<file path="config.mk">
export PLATFORM = sky130hd
export DESIGN_NAME = program_loader_flat
export DESIGN_NICKNAME = d
export VERILOG_FILES = /design/src/rtl/program_loader_if.sv /design/src/rtl/program_loader.sv /design/src/flat_wrapper.sv
export SDC_FILE = /design/constraint.sdc
export NUM_CORES = 1
export LEC_CHECK = 0
export CAP_MARGIN = 25
export CORE_MARGIN = 1
export CORE_UTILIZATION = 53
export CTS_CLUSTER_SIZE = 30
export DETAILED_ROUTE_END_ITERATION = 10
export PLACE_DENSITY = 0.84
export SYNTH_ARGS = -nofsm -noshare
export SYNTH_HDL_FRONTEND = slang
export SYNTH_SLANG_ARGS = --single-unit
</file>
<file path="constraint.sdc">
create_clock -name clk -period 3.3 [get_ports clk]
set_input_delay 0.825 -clock clk [delete_from_list [all_inputs] [get_ports clk]]
set_output_delay 0.825 -clock clk [all_outputs]
set_load 0.01 [all_outputs]
</file>
<file path="src/rtl/program_loader_if.sv">
// Host-pin and RAM-write-port bundle for program_loader.
// The host or bench takes the master side; the loader takes the slave side.
interface program_loader_if #(
    parameter int ADDR_W = 4
);
    logic              load_mode;
    logic              strobe;
    logic [7:0]        byte_in;
    logic              ready;
    logic [ADDR_W-1:0] mem_addr;
    logic [7:0]        mem_data;
    logic              mem_we;
    logic              cpu_hold;
    logic              done;
    logic [7:0]        checksum;

    modport master (
        output load_mode, strobe, byte_in,
        input  ready, mem_addr, mem_data, mem_we, cpu_hold, done, checksum
    );

    modport slave (
        input  load_mode, strobe, byte_in,
        output ready, mem_addr, mem_data, mem_we, cpu_hold, done, checksum
    );
endinterface

</file>
<file path="src/rtl/program_loader.sv">
// Byte-serial loader: synchronizes host pins, writes one RAM byte per strobe pulse
// from address 0 upward, holds the CPU while loading, and keeps an 8-bit checksum.
module program_loader #(
    parameter int RAM_BYTES = 16,
    parameter int ADDR_W    = 4
) (
    input  logic                 clk,
    input  logic                 rst_n,
    program_loader_if.slave      bus,
    output logic [2:0]           o_dbg_state
);
    // Handshake: ready high means the next strobe rise will be taken; byte_in must be
    // held stable from before the strobe rise until ready returns high.
    typedef enum logic [2:0] {
        S_IDLE     = 3'd0,
        S_WAIT_STB = 3'd1,
        S_WRITE    = 3'd2,
        S_WAIT_LOW = 3'd3,
        S_DONE     = 3'd4
    } state_t;

    localparam int              CNT_W = ADDR_W + 1;
    localparam logic [CNT_W-1:0] LAST = CNT_W'(RAM_BYTES - 1);

    state_t            r_state;
    state_t            w_next;
    logic              r_lm_s1, r_lm_s;
    logic              r_s1, r_s2, r_s3;
    logic [CNT_W-1:0]  r_count;
    logic [ADDR_W-1:0] r_mem_addr;
    logic [7:0]        r_mem_data;
    logic [7:0]        r_checksum;
    logic              r_done;

    logic w_rise, w_stb_lvl;
    logic w_ready, w_we, w_hold;
    logic w_load_start, w_capture, w_commit;

    assign w_rise    = r_s2 & ~r_s3;
    assign w_stb_lvl = r_s2;

    always_ff @(posedge clk or negedge rst_n) begin
        if (!rst_n) begin
            r_lm_s1 <= 1'b0;
            r_lm_s  <= 1'b0;
            r_s1    <= 1'b0;
            r_s2    <= 1'b0;
            r_s3    <= 1'b0;
        end else begin
            r_lm_s1 <= bus.load_mode;
            r_lm_s  <= r_lm_s1;
            r_s1    <= bus.strobe;
            r_s2    <= r_s1;
            r_s3    <= r_s2;
        end
    end

    always_ff @(posedge clk or negedge rst_n) begin
        if (!rst_n) r_state <= S_IDLE;
        else        r_state <= w_next;
    end

    always_comb begin
        w_next       = r_state;
        w_ready      = 1'b0;
        w_we         = 1'b0;
        w_hold       = 1'b0;
        w_load_start = 1'b0;
        w_capture    = 1'b0;
        w_commit     = 1'b0;
        case (r_state)
            S_IDLE: begin
                if (r_lm_s) begin
                    w_next       = S_WAIT_STB;
                    w_load_start = 1'b1;
                end
            end
            S_WAIT_STB: begin
                w_hold  = 1'b1;
                w_ready = ~w_stb_lvl;
                // Abort is tested first so a coincident strobe rise never writes.
                if (!r_lm_s) begin
                    w_next = S_IDLE;
                end else if (w_rise) begin
                    w_next    = S_WRITE;
                    w_capture = 1'b1;
                end
            end
            S_WRITE: begin
                w_hold   = 1'b1;
                w_we     = 1'b1;
                w_commit = 1'b1;
                if (!r_lm_s)              w_next = S_IDLE;
                else if (r_count == LAST) w_next = S_DONE;
                else                      w_next = S_WAIT_LOW;
            end
            S_WAIT_LOW: begin
                w_hold = 1'b1;
                if (!r_lm_s)        w_next = S_IDLE;
                else if (!w_stb_lvl) w_next = S_WAIT_STB;
            end
            S_DONE: begin
                w_hold = 1'b1;
                if (!r_lm_s) w_next = S_IDLE;
            end
            default: w_next = S_IDLE;
        endcase
    end

    always_ff @(posedge clk or negedge rst_n) begin
        if (!rst_n) begin
            r_count    <= '0;
            r_mem_addr <= '0;
            r_mem_data <= '0;
            r_checksum <= '0;
            r_done     <= 1'b0;
        end else begin
            if (w_load_start) begin
                r_count    <= '0;
                r_checksum <= '0;
                r_done     <= 1'b0;
            end
            if (w_capture) begin
                r_mem_addr <= r_count[ADDR_W-1:0];
                r_mem_data <= bus.byte_in;
            end
            // An aborted WRITE still counts toward the partial checksum.
            if (w_commit) begin
                r_checksum <= r_checksum + r_mem_data;
                r_count    <= r_count + CNT_W'(1);
                if (w_next == S_DONE) r_done <= 1'b1;
            end
        end
    end

    assign bus.ready    = w_ready;
    assign bus.mem_we   = w_we;
    assign bus.cpu_hold = w_hold;
    assign bus.mem_addr = r_mem_addr;
    assign bus.mem_data = r_mem_data;
    assign bus.done     = r_done;
    assign bus.checksum = r_checksum;
    assign o_dbg_state  = r_state;
endmodule

</file>
<file path="src/flat_wrapper.sv">
// flat-port wrapper written by rule: the top's interface ports become plain ports
module program_loader_flat 
#(
    parameter int RAM_BYTES = 16,
    parameter int ADDR_W    = 4
)
  (clk, rst_n, o_dbg_state, bus_load_mode, bus_strobe, bus_byte_in, bus_ready, bus_mem_addr, bus_mem_data, bus_mem_we, bus_cpu_hold, bus_done, bus_checksum);
  program_loader_if #(.ADDR_W(ADDR_W)) bus_i ();
  input  logic clk;
  input  logic rst_n;
  output logic [2:0] o_dbg_state;
  input wire logic [$bits(bus_i.load_mode)-1:0] bus_load_mode;
  input wire logic [$bits(bus_i.strobe)-1:0] bus_strobe;
  input wire logic [$bits(bus_i.byte_in)-1:0] bus_byte_in;
  output wire logic [$bits(bus_i.ready)-1:0] bus_ready;
  output wire logic [$bits(bus_i.mem_addr)-1:0] bus_mem_addr;
  output wire logic [$bits(bus_i.mem_data)-1:0] bus_mem_data;
  output wire logic [$bits(bus_i.mem_we)-1:0] bus_mem_we;
  output wire logic [$bits(bus_i.cpu_hold)-1:0] bus_cpu_hold;
  output wire logic [$bits(bus_i.done)-1:0] bus_done;
  output wire logic [$bits(bus_i.checksum)-1:0] bus_checksum;
  assign bus_i.load_mode = bus_load_mode;
  assign bus_i.strobe = bus_strobe;
  assign bus_i.byte_in = bus_byte_in;
  assign bus_ready = bus_i.ready;
  assign bus_mem_addr = bus_i.mem_addr;
  assign bus_mem_data = bus_i.mem_data;
  assign bus_mem_we = bus_i.mem_we;
  assign bus_cpu_hold = bus_i.cpu_hold;
  assign bus_done = bus_i.done;
  assign bus_checksum = bus_i.checksum;
  program_loader #(.RAM_BYTES(RAM_BYTES), .ADDR_W(ADDR_W)) u_core (.clk(clk), .rst_n(rst_n), .bus(bus_i), .o_dbg_state(o_dbg_state));
endmodule
</file>
==> After elaboration in Yosys (flattened, before gate mapping) <==
Cells that the tools add are included.
{ "totals": {"reg_bits": 34, "latchBits": 0, "mem_bits_rw": 0, "rom_bits": 0, "input_bits": 12, "out_inout_bits": 27, "word_cells": 49, "memories": 0} }
{ "classes": {"n_addsub": 2, "n_mul": 0, "n_div": 0, "order_cmp": 0, "eq_ne": 6, "shift": 0, "n_mux": 24, "bitwise": 3, "reduce_logical": 3} }
{ "op_table": {"columns": ["operator", "n"], "rows": [
  ["3-bit two-way mux", 8],
  ["8-bit two-way mux", 2],
  ["3-bit case mux with 5 select lines", 1],
  ["1-bit two-way mux", 11],
  ["5-bit two-way mux", 2],
  ["8-bit adder", 1],
  ["3-bit by 2-bit == test with 1-bit output, second input constant", 2],
  ["3-bit == test, second input constant", 2],
  ["5-bit by 1-bit adder with 5-bit output, second input constant", 1],
  ["5-bit by 4-bit == test with 1-bit output, second input constant", 1],
  ["4-bit OR reduction", 1],
  ["3-bit by 1-bit == test with 1-bit output, second input constant", 1],
  ["3-bit logical NOT", 1],
  ["1-bit inverter", 2],
  ["2-bit nonzero test", 1],
  ["1-bit bitwise AND", 1]
]} }

==> Depth between registers and ports, before layout <==
{ "logic_depth": {"depth_word": 8, "depth_mapped": 7, "ltp_nobuf": 7} }

==> Worst setup path before layout <==
Ideal clock, no wire load.
{ "synth_path": {"path_kind": "reg2reg", "from": "reg u_core.r_checksum[0] (netlist: u_core.bus.checksum[0])", "to": "reg u_core.r_checksum[6] (netlist: u_core.bus.checksum[6])", "setup_time_ns": 0.128, "arrival_time_ns": 1.793, "required_time_ns": 3.172, "path_slack_ns": 1.379, "stages_incl_launch_ff": 8, "path_buffers": 0, "period_less_slack_ns": 1.921, "cell_sequence": "dfrtp_1 ha_1 fa_1 a21o_1 a21o_1 a21oi_1 mux2i_1 nand3_1"} }
{ "synth_between": {"elab_chain_cells": 2} }
{ "synth_rtl": {"columns": ["item", "line_no", "source"], "rows": [
  ["from (decl)", "program_loader.sv:32", "logic [7:0] r_checksum;"],
  ["from (signal assigned)", "program_loader.sv:129", "r_checksum <= r_checksum + r_mem_data;"],
  ["8-bit adder", "program_loader.sv:129", null],
  ["8-bit two-way mux", "program_loader.sv:128", "if (w_commit) begin"]
]} }
Every way passes these cells.
A chain may end at the register's enable or synchronous reset.

==> Worst setup path after layout <==
{ "layout_path": {"from": "reg u_core.r_state[0] (netlist: u_core.o_dbg_state[0])", "to": "out bus_mem_we"} }
{ "layout_between": {"elab_chain_cells": 2} }
{ "layout_rtl": {"columns": ["item", "line_no", "source"], "rows": [
  ["from (decl)", "program_loader.sv:25", "state_t r_state;"],
  ["from (signal assigned)", "program_loader.sv:60", "else r_state <= w_next;"],
  ["3-bit by 2-bit == test with 1-bit output", "program_loader.sv:71", "case (r_state)"],
  ["1-bit two-way mux", "program_loader.sv:71", null],
  ["to (decl)", "flat_wrapper.sv:18", "output wire logic [$bits(bus_i.mem_we)-1:0] bus_mem_we;"]
]} }
Every way passes these cells.

==> run_results.csv <==
group,metric,value,unit
cts,cts_tree,"done",
cts,htreeDepth,2,
floorplanning,core,2850,um2
cts,cts.sink_count,34,
flow_run,max_cap_violations,0,
cells_and_area,fin_nets,209,
yosys,synth_fa_ha_area_share,7.99,%
timing,rsz0062_at_grt,"no",
global_route,grt_usage,23.8,%
floorplanning,die_area,3360,um2
routing,drt-initial-drc-count,20,
timing,fin_skew,0.00659,ns
placed_design,post-place-cells,211,
power_and_ir_drop,p_leak,1.00,nW
cts,ctsHoldBuffers,0,
power_and_ir_drop,ir_drop,0.338,mV
power_and_ir_drop,pwr-share-seq,47.5,%
routing,viasPerCell,5.58,
power_and_ir_drop,cellPowerDensity,504,nW/um2
yosys,synth_compound_area_share,11.7,%
hold_path,hp-class,"reg -> reg",
placed_design,io_buffers,38,
power_and_ir_drop,p_clk_share,22.5,%
cts,cts_resized,0,
critical_path,cp-end-kind,"output port",
outcome,outcome,"finished, final reports clean",
global_route,grt_pass1_wl,5840,um
yosys,synth.net_count,167,
power_and_ir_drop,p_comb_share,30.1,%
cells_and_area,syn_to_final_growth,27.7,%
yosys,syn_inst,145,
cts,cts_buffer_depth,2,
timing,worst_slew_pin_slew,0.425,ns
power_and_ir_drop,p_switching,319,uW
yosys,yosys.area_share.simple,12.4,%
timing,fin_crit_sh,91.5,%
yosys,synthMuxAreaShare,11.0,%
cts,cts_root_buf,"clkbuf_4",
critical_path,criticalPathCategory,"reg -> out",
timing,final_hold_viol_count,0,
global_route,antenna_found_initial,0,
critical_path,required,2.47,ns
cts,postCtsSetupBuffers,0,
yosys,yosys.area_share.xor_xnor,2.64,%
floorplanning,initial_core_util,58.2,%
cts,path_clk_slew,0.10,ns
yosys,netlist-cell-type-count,33,
routing,drc,0,
yosys,synth-seq-cells,34,
timing,fmax,331,MHz
floorplanning,num_rows,19,
power_and_ir_drop,sw_frac_of_total,29.9,%
critical_path,cp.arrival,2.20,ns
routing,dr_total_vias,1223,
routing,routed_wl,3380,um
power_and_ir_drop,finalPower,1.07,mW
power_and_ir_drop,intPower,750,uW
yosys,yosysWarnings,0,
yosys,avgSynthCellArea,11.5,um2
cells_and_area,fin_cells,219,
timing,drv_slew,0,
cts,clkLatencyLatePin,0.34,ns
cells_and_area,design_area,2120,um2
routing,ant_nets,0,
cts,numCtsBuffers,5,
routing,wl_per_cell,15.4,um
cells_and_area,layout-drive-gt1-share,12.2,%
global_route,gr-total-overflow,0,
global_route,grt_max_degree,35,
yosys,ys_seq_area_share,51.2,%
routing,dr.pass1.iters,6,
yosys,syn_area,1660,um2
placed_design,place.gp.congestion,0.886,
global_route,grt_pass1_vias,1287,
floorplanning,ios,39,
floorplanning,die_w,58.0,um
yosys,synth_top_family_by_area,"simple AND/OR/NAND/NOR gates",
placed_design,hpwl,2570,um
placed_design,placed_area,2060,um2
timing,period_minus_slack,3.02,ns
cells_and_area,antenna_cells,0,
floorplanning,die_h,58.0,um
timing,setup_viol,0,
timing,tns,0,ns
critical_path,cp-start-kind,"flip-flop",
timing,relSlewSlack,71.6,%
critical_path,path_max_fanout,12,
-- cell families (layout without fill, tap and decap cells) --
kind of cell / count (synthesis) / after routing
AO/OA/AOI/OAI: 32 / 32
XOR/XNOR: 5 / 5
adder cells (fa/ha/maj): 10 / 10
buffers and inverters: 9 / 52
flip-flops: 34 / 34
multiplexers: 13 / 13
AND/OR/NAND/NOR: 42 / 42
-- flip-flops by register name (all words and copies together), names as in the netlist --
register,cells
u_core.bus.mem_addr,4
u_core.r_lm_s,1
u_core.o_dbg_state,3
u_core.r_s2,1
u_core.bus.checksum,8
u_core.r_s3,1
u_core.r_s1,1
u_core.bus.mem_data,8
u_core.r_count,5
u_core.r_lm_s1,1
u_core.bus.done,1
-- power by group through the flow --
| stage | Combinational [mW] | Clock (mW) | Sequential [mW] |
|---|---|---|---|
| detailed placement | 0.322 | 0 | 0.516 |
| finish | 0.322 | 0.240 | 0.508 |
| CTS | 0.324 | 0.247 | 0.508 |
| floorplan | 0.164 | 0 | 0.525 |
| global placement | 0.308 | 0 | 0.512 |
| global route | 0.351 | 0.264 | 0.516 |
-- layer usage --
| metal | share of wire (%) | up-vias | GRT usage [%] |
|---|---|---|---|
| met4 | 1.8 | 0 | 11.2 |
| li1 | - | 596 | - |
| met2 | 51 | 36 | 39.2 |
| met5 | 0 | - | 0 |
| met1 | 42 | 585 | 29.2 |
| met3 | 5.0 | 6 | 6.47 |
-- cell usage in the layout (no fill, tap or decap), types with 2 or more instances in the layout --
cell type | Yosys | final
a21o_1 | 3 | 3
a22o_1 | 3 | 3
clkbuf_4 | 0 | 5
ha_1 | 9 | 9
o211ai_1 | 2 | 2
mux2_2 | 2 | 2
buf_4 | 0 | 2
dfrtp_1 | 34 | 34
a21oi_1 | 7 | 7
nand2_1 | 18 | 18
o21ai_0 | 12 | 12
inv_1 | 4 | 4
nand3_1 | 4 | 4
nor3_1 | 2 | 2
mux2_4 | 10 | 10
xnor2_1 | 5 | 5
nor2_1 | 8 | 8
nor3b_1 | 2 | 2
a31oi_1 | 2 | 2
clkdlybuf4s50_1 | 0 | 38
-- critical path: stages (launching register included) --
cell and delay [ns]:
dfrtp_1 0.48, nor2_1 0.25, nand2_1 0.27, inv_1 0.27, clkdlybuf4s50_1 0.58
-- path summary, 6_finish.rpt --
| kind | startpoint | end | slack [ns] | depth (start not counted) |
|---|---|---|---|---|
| min | u_core.r_s1 | u_core.r_s2 | 0.36 | 0 |
| min in group asynchronous | rst_n | u_core.bus.checksum[7] | 0.89 | 2 |
| max in group asynchronous | rst_n | u_core.r_count[2] | 2.11 | 2 |
| min reg2reg | u_core.r_s1 | u_core.r_s2 | 0.36 | 0 |
| max reg2reg | u_core.bus.checksum[0] | u_core.bus.checksum[6] | 1.26 | 7 |
| max | u_core.o_dbg_state[0] | bus_mem_we | 0.28 | 4 |
-- cell usage after synthesis (all sizes together) --
| cell type | number | share of area (%) |
|---|---|---|
| a21oi | 7 | 2.1 |
| xnor2 | 5 | 2.6 |
| ha | 9 | 6.8 |
| a22o | 3 | 1.6 |
| mux2i | 1 | 0.60 |
| nor2 | 8 | 1.8 |
| a211oi | 1 | 0.45 |
| nor3 | 2 | 0.60 |
| or3 | 2 | 1.1 |
| and3 | 1 | 0.38 |
| nor4 | 1 | 0.38 |
| clkbuf | 2 | 0.45 |
| mux2 | 12 | 10 |
| nor3b | 2 | 0.90 |
| inv | 4 | 0.90 |
| buf | 3 | 1.7 |
| a21o | 3 | 1.4 |
| o22ai | 1 | 0.38 |
| nand2 | 18 | 4.1 |
| a31oi | 2 | 0.75 |
| o211ai | 2 | 0.90 |
| o21ai | 12 | 3.6 |
| nand2b | 2 | 1.2 |
| nand3 | 4 | 1.2 |
| dfrtp | 34 | 51 |
| o31a | 1 | 0.53 |
| nand3b | 1 | 0.45 |
| and2 | 1 | 0.38 |
| fa | 1 | 1.2 |
-- cell type report --
| type | count | area [um2] |
|---|---|---|
| Multi-Input combinational cell | 102 | 759 |
| Clock inverter | 1 | 5.00 |
| Clock buffer | 7 | 55.1 |
| Timing Repair Buffer | 40 | 395 |
| Sequential cell | 34 | 851 |
| Tap cell | 31 | 38.8 |
| Fill cell | 212 | 733 |
| Inverter | 4 | 15.0 |
-- stage by stage --
| step | setup WS, ns | hold WS (ns) | utilization, % |
|---|---|---|---|
| floorplan | 1.38 | 0.331 | - |
| global placement | 0.731 | 0.333 | 72.2 |
| detailed placement | 0.666 | 0.340 | 72.2 |
| CTS | 0.275 | 0.362 | 74.3 |
| global route | 0.137 | 0.366 | 74.3 |
| finish | 0.279 | 0.361 | 74.3 |
(Power assumes the default switching activity.)
